$ cat src/rtl/vga_timing_gen.sv
// 640x480@60Hz VGA raster timing: pixel coordinates, visible flag, pipeline-aligned
// active-low syncs, frame-start pulse and frame counter.
module vga_timing_gen #(
  parameter int unsigned H_VISIBLE  = 640,
  parameter int unsigned H_FRONT    = 16,
  parameter int unsigned H_SYNC     = 96,
  parameter int unsigned H_BACK     = 48,
  parameter int unsigned V_VISIBLE  = 480,
  parameter int unsigned V_FRONT    = 10,
  parameter int unsigned V_SYNC     = 2,
  parameter int unsigned V_BACK     = 33,
  parameter int unsigned PIPE_DELAY = 2
) (
  input  logic       vga_clk,
  input  logic       reset_n,
  output logic [9:0] DrawX,
  output logic [9:0] DrawY,
  output logic       blank,
  output logic       hs,
  output logic       vs,
  output logic       sof,
  output logic [7:0] frame_cnt
);

  localparam int unsigned H_TOTAL = H_VISIBLE + H_FRONT + H_SYNC + H_BACK;
  localparam int unsigned V_TOTAL = V_VISIBLE + V_FRONT + V_SYNC + V_BACK;

  localparam logic [9:0] H_LAST   = 10'(H_TOTAL - 1);
  localparam logic [9:0] V_LAST   = 10'(V_TOTAL - 1);
  localparam logic [9:0] H_VIS    = 10'(H_VISIBLE);
  localparam logic [9:0] V_VIS    = 10'(V_VISIBLE);
  localparam logic [9:0] HS_START = 10'(H_VISIBLE + H_FRONT);
  localparam logic [9:0] HS_END   = 10'(H_VISIBLE + H_FRONT + H_SYNC);
  localparam logic [9:0] VS_START = 10'(V_VISIBLE + V_FRONT);
  localparam logic [9:0] VS_END   = 10'(V_VISIBLE + V_FRONT + V_SYNC);

  if (H_TOTAL > 1024 || V_TOTAL > 1024) begin : g_bad_total
    $error("vga_timing_gen: H_TOTAL and V_TOTAL must not exceed 1024");
  end
  if (PIPE_DELAY > 7) begin : g_bad_delay
    $error("vga_timing_gen: PIPE_DELAY must be 0..7");
  end

  logic [9:0] hc;
  logic [9:0] vc;
  logic       hs_raw;
  logic       vs_raw;
  logic       wrap;

  assign wrap = (hc == H_LAST) && (vc == V_LAST);

  always_ff @(posedge vga_clk or negedge reset_n) begin
    if (!reset_n) begin
      hc <= '0;
      vc <= '0;
    end else if (hc == H_LAST) begin
      hc <= '0;
      vc <= (vc == V_LAST) ? '0 : vc + 10'd1;
    end else begin
      hc <= hc + 10'd1;
    end
  end

  // sof is registered from the wrap condition, so the (0,0) seen straight out of reset never pulses
  always_ff @(posedge vga_clk or negedge reset_n) begin
    if (!reset_n) begin
      sof       <= 1'b0;
      frame_cnt <= '0;
    end else begin
      sof <= wrap;
      if (wrap) frame_cnt <= frame_cnt + 8'd1;
    end
  end

  assign DrawX  = hc;
  assign DrawY  = vc;
  assign blank  = (hc < H_VIS) && (vc < V_VIS);
  assign hs_raw = !((hc >= HS_START) && (hc < HS_END));
  assign vs_raw = !((vc >= VS_START) && (vc < VS_END));

  if (PIPE_DELAY == 0) begin : g_no_pipe
    assign hs = hs_raw;
    assign vs = vs_raw;
  end else begin : g_pipe
    logic [PIPE_DELAY-1:0] hs_pipe;
    logic [PIPE_DELAY-1:0] vs_pipe;

    // Stages reset to the inactive level so release never emits a stale sync pulse
    always_ff @(posedge vga_clk or negedge reset_n) begin
      if (!reset_n) begin
        hs_pipe <= '1;
        vs_pipe <= '1;
      end else begin
        hs_pipe <= (PIPE_DELAY)'({hs_pipe, hs_raw});
        vs_pipe <= (PIPE_DELAY)'({vs_pipe, vs_raw});
      end
    end

    assign hs = hs_pipe[PIPE_DELAY-1];
    assign vs = vs_pipe[PIPE_DELAY-1];
  end

endmodule
$ cat config.mk
export PLATFORM = sky130hd
export DESIGN_NAME = vga_timing_gen
export DESIGN_NICKNAME = d
export VERILOG_FILES = /design/src/rtl/vga_timing_gen.sv
export SDC_FILE = /design/constraint.sdc
export NUM_CORES = 1
export LEC_CHECK = 0
export ABC_AREA = 1
export BUFFER_PORTS_ARGS = -buffer_cell sky130_fd_sc_hd__buf_2
export CAP_MARGIN = 10
export CORE_MARGIN = 5
export CORE_UTILIZATION = 54
export DETAILED_ROUTE_END_ITERATION = 10
export PLACE_DENSITY = 0.78
export SLEW_MARGIN = 40
export SYNTH_ARGS = -nofsm -noshare
export SYNTH_HDL_FRONTEND = slang
export SYNTH_SLANG_ARGS = --single-unit
$ cat constraint.sdc
create_clock -name vga_clk -period 1.7 [get_ports vga_clk]
set_input_delay 0.34 -clock vga_clk [delete_from_list [all_inputs] [get_ports vga_clk]]
set_output_delay 0.34 -clock vga_clk [all_outputs]
set_load 0.005 [all_outputs]
==> reports/metrics.cfg <==
[outcome]
status=complete, no violations

[placed_design]
place.port_buffers=33
post-dp-hpwl_mm=2.69
post-place-ws_ns=0.150
gp_congestion=0.831

[worst_setup_path]
critPathKind=flip-flop to output port
path_cells=nand2_1 -> clkinv_2 -> nor4_2 -> buf_2
crit_path_start=DrawX[9]$_DFF_PN0_
crit_path_end_kind=output port
rrSetupSlack_ns=0.15
worstPathBufferInverterCount=2
start_kind=flip-flop
cpPeakStageDelay_ns=0.40
arrival_ns=1.31
path_max_fanout=3
crit_slowest_cell=dfrtp_1
path_delay_family=flip-flops
r2r-start=DrawX[0]$_DFF_PN0_
required_ns=1.36

[sta]
maxSlewHeadroom=0.726
period_needed_ns=1.65
finalHoldViolCount=0
worst_pin_slew_ns=0.411
rsz0062_at_grt=yes
clock_skew_ns=0.00860
fin_setup_tns_ns=0
fmax_mhz=607
period_share=0.970
slew_viol_final=0
timing.final.ws_setup_ns=0.0514
setup_viol=0

[synthesis]
synth-seq-cells=33
yosys-top-cells-area=dfrtp_1 41%, nand2_1 11%, nor2_1 6.8%
synth_edf_count=0
yosysMostFrequentCell=nand2_1
async_reset_ff_frac=1.00
syn_inst=216
synthTopCellsByCount=50 x nand2_1, 32 x nor2_1, 29 x dfrtp_1
synth-seq-area-share=0.468
postSynthAreaPerCell_sq_um=8.23
synth_area_leader_cell=dfrtp_1
syn_nets=223
synthesis.area_sq_um=1780
yosysUniqueCellTypes=28
synthFlopType=dfrtp_1
ys_warn_count=0
synth_top_area_frac=0.408

[detailed_routing]
wl_met1_mm=1.81
top_layer_used=met4
wirelength_mm=3.63
via_per_inst=4.90
ant_nets=0
wl_per_cell_um=11.8
wl_met3_um=163
drt_pass1_iterations=4
vias=1504
drc=0
drtIter0Drc=43
route.met2.wl_mm=1.61

[layout]
fillerInstances=290
insertedDiodeCount=0
fin_nets=269
syn_to_final_growth_pct=18.5
postLayoutCoreUtil=0.679
drive_gt1_frac=0.270

[clocking]
cts.clk_slew.worst_paths_ns=0.11
clockBufferDepth=2
clock-sinks=33
htreeDepth=2
worstSkewPairLatency_ns=0.33
cts_tree=done
root_buffer=clkbuf_4
cts_buffers=5

[worst_hold_path]
hold_class=primary input to async pin

[die]
rows=20
die_area_sq_um=4540
die_w_um=67.4
die_h_um=67.4
start_util=0.573
core_area_sq_um=3100
ioPinCount=34

[global_route]
grt_pass1_wl_mm=6.25
overflow=0
grt_use_total=0.183
antenna_found_initial=0
grt_max_degree=34
grt_pass1_vias=1410

[power_and_ir_drop]
p_leak_nw=1.10
vdd_ir_drop_max_mv=0.315
pwr_density_cell_nw_per_um2=582

[flow_run]
maxCapViolCount=0

routing by layer:
layer  GRT usage  up-vias
met5           0        -
met4      0.0658        0
met3      0.0449        8
met2       0.277       35
met1       0.252      684
li1            -      777
worst paths after layout:
kind,to,depth (start not counted)
setup / recovery,blank,4
hold / removal,DrawX[6]$_DFF_PN0_,2
setup reg to reg,frame_cnt[7]$_DFFE_PN0P_,6
hold reg to reg,g_pipe.hs_pipe[1]$_DFF_PN1_,0
max in group asynchronous,g_pipe.hs_pipe[1]$_DFF_PN1_,2
min in group vga_clk,g_pipe.hs_pipe[1]$_DFF_PN1_,0
state kept, by name (all words and copies together), names as in the netlist:
signal / cells
sof: 1
frame_cnt: 8
DrawX: 10
g_pipe.hs_pipe: 2
DrawY: 10
g_pipe.vs_pipe: 2
through the flow:
stage                     power, mW  std cells  area, sq um  hold slack, ns
final                          1.23        307         2110          0.0113
after detailed placement      0.818        295         2010           0.347
after CTS                      1.25        306         2090          0.0145
after global routing           1.28        307         2110          0.0399
after global placement        0.818        295         2010           0.345
after floorplan               0.800        216         1780          0.0444
report_power, final:
| part | internal [mW] | switching (mW) |
|---|---|---|
| clock | 0.156 | 0.268 |
| combinational | 0.00233 | 0.0147 |
| sequential | 0.785 | 0 |
| total | 0.943 | 0.282 |
cell type report:
type | count | area (sq um) | area share
multi-input combinational | 151 | 821 | 0.390
timing repair buffer | 41 | 225 | 0.107
clock buffer | 5 | 37.5 | 0.0178
inverter | 30 | 115 | 0.0547
tap | 44 | 55.1 | 0.0261
clock inverter | 3 | 17.5 | 0.00832
sequential | 33 | 835 | 0.396
timing repair:
action / 4_1_cts / 5_1_grt
cloned: 0 / 0
endpoints found under the hold margin: 0 / 0
buffers inserted: 3 / 1
pin swaps: 0 / 1
resized for setup: 1 / 3
hold buffers: 0 / 0
setup endpoints to repair: 1 / 6
cells by family after synthesis:
group,synth area share
simple gates,0.318
xor+xnor,0.0641
flops,0.468
fa+ha+maj,0.0352
buf+inv,0.0739
compound gates,0.0409
placed cells by master, fill, tap and decap left out, types with 3 or more instances in the layout:
| cell | n |
|---|---|
| xor2_1 | 11 |
| nand4_1 | 6 |
| nor2_1 | 32 |
| nor2_2 | 3 |
| dfrtp_1 | 26 |
| nand3_1 | 14 |
| nand3b_1 | 3 |
| buf_2 | 33 |
| clkinv_2 | 4 |
| inv_1 | 27 |
| o21ai_0 | 10 |
| dfrtp_2 | 3 |
| ha_1 | 5 |
| nand2_1 | 50 |
| clkbuf_4 | 5 |
| dfstp_2 | 4 |
| buf_4 | 8 |
Power figures use the tool's default switching activity.
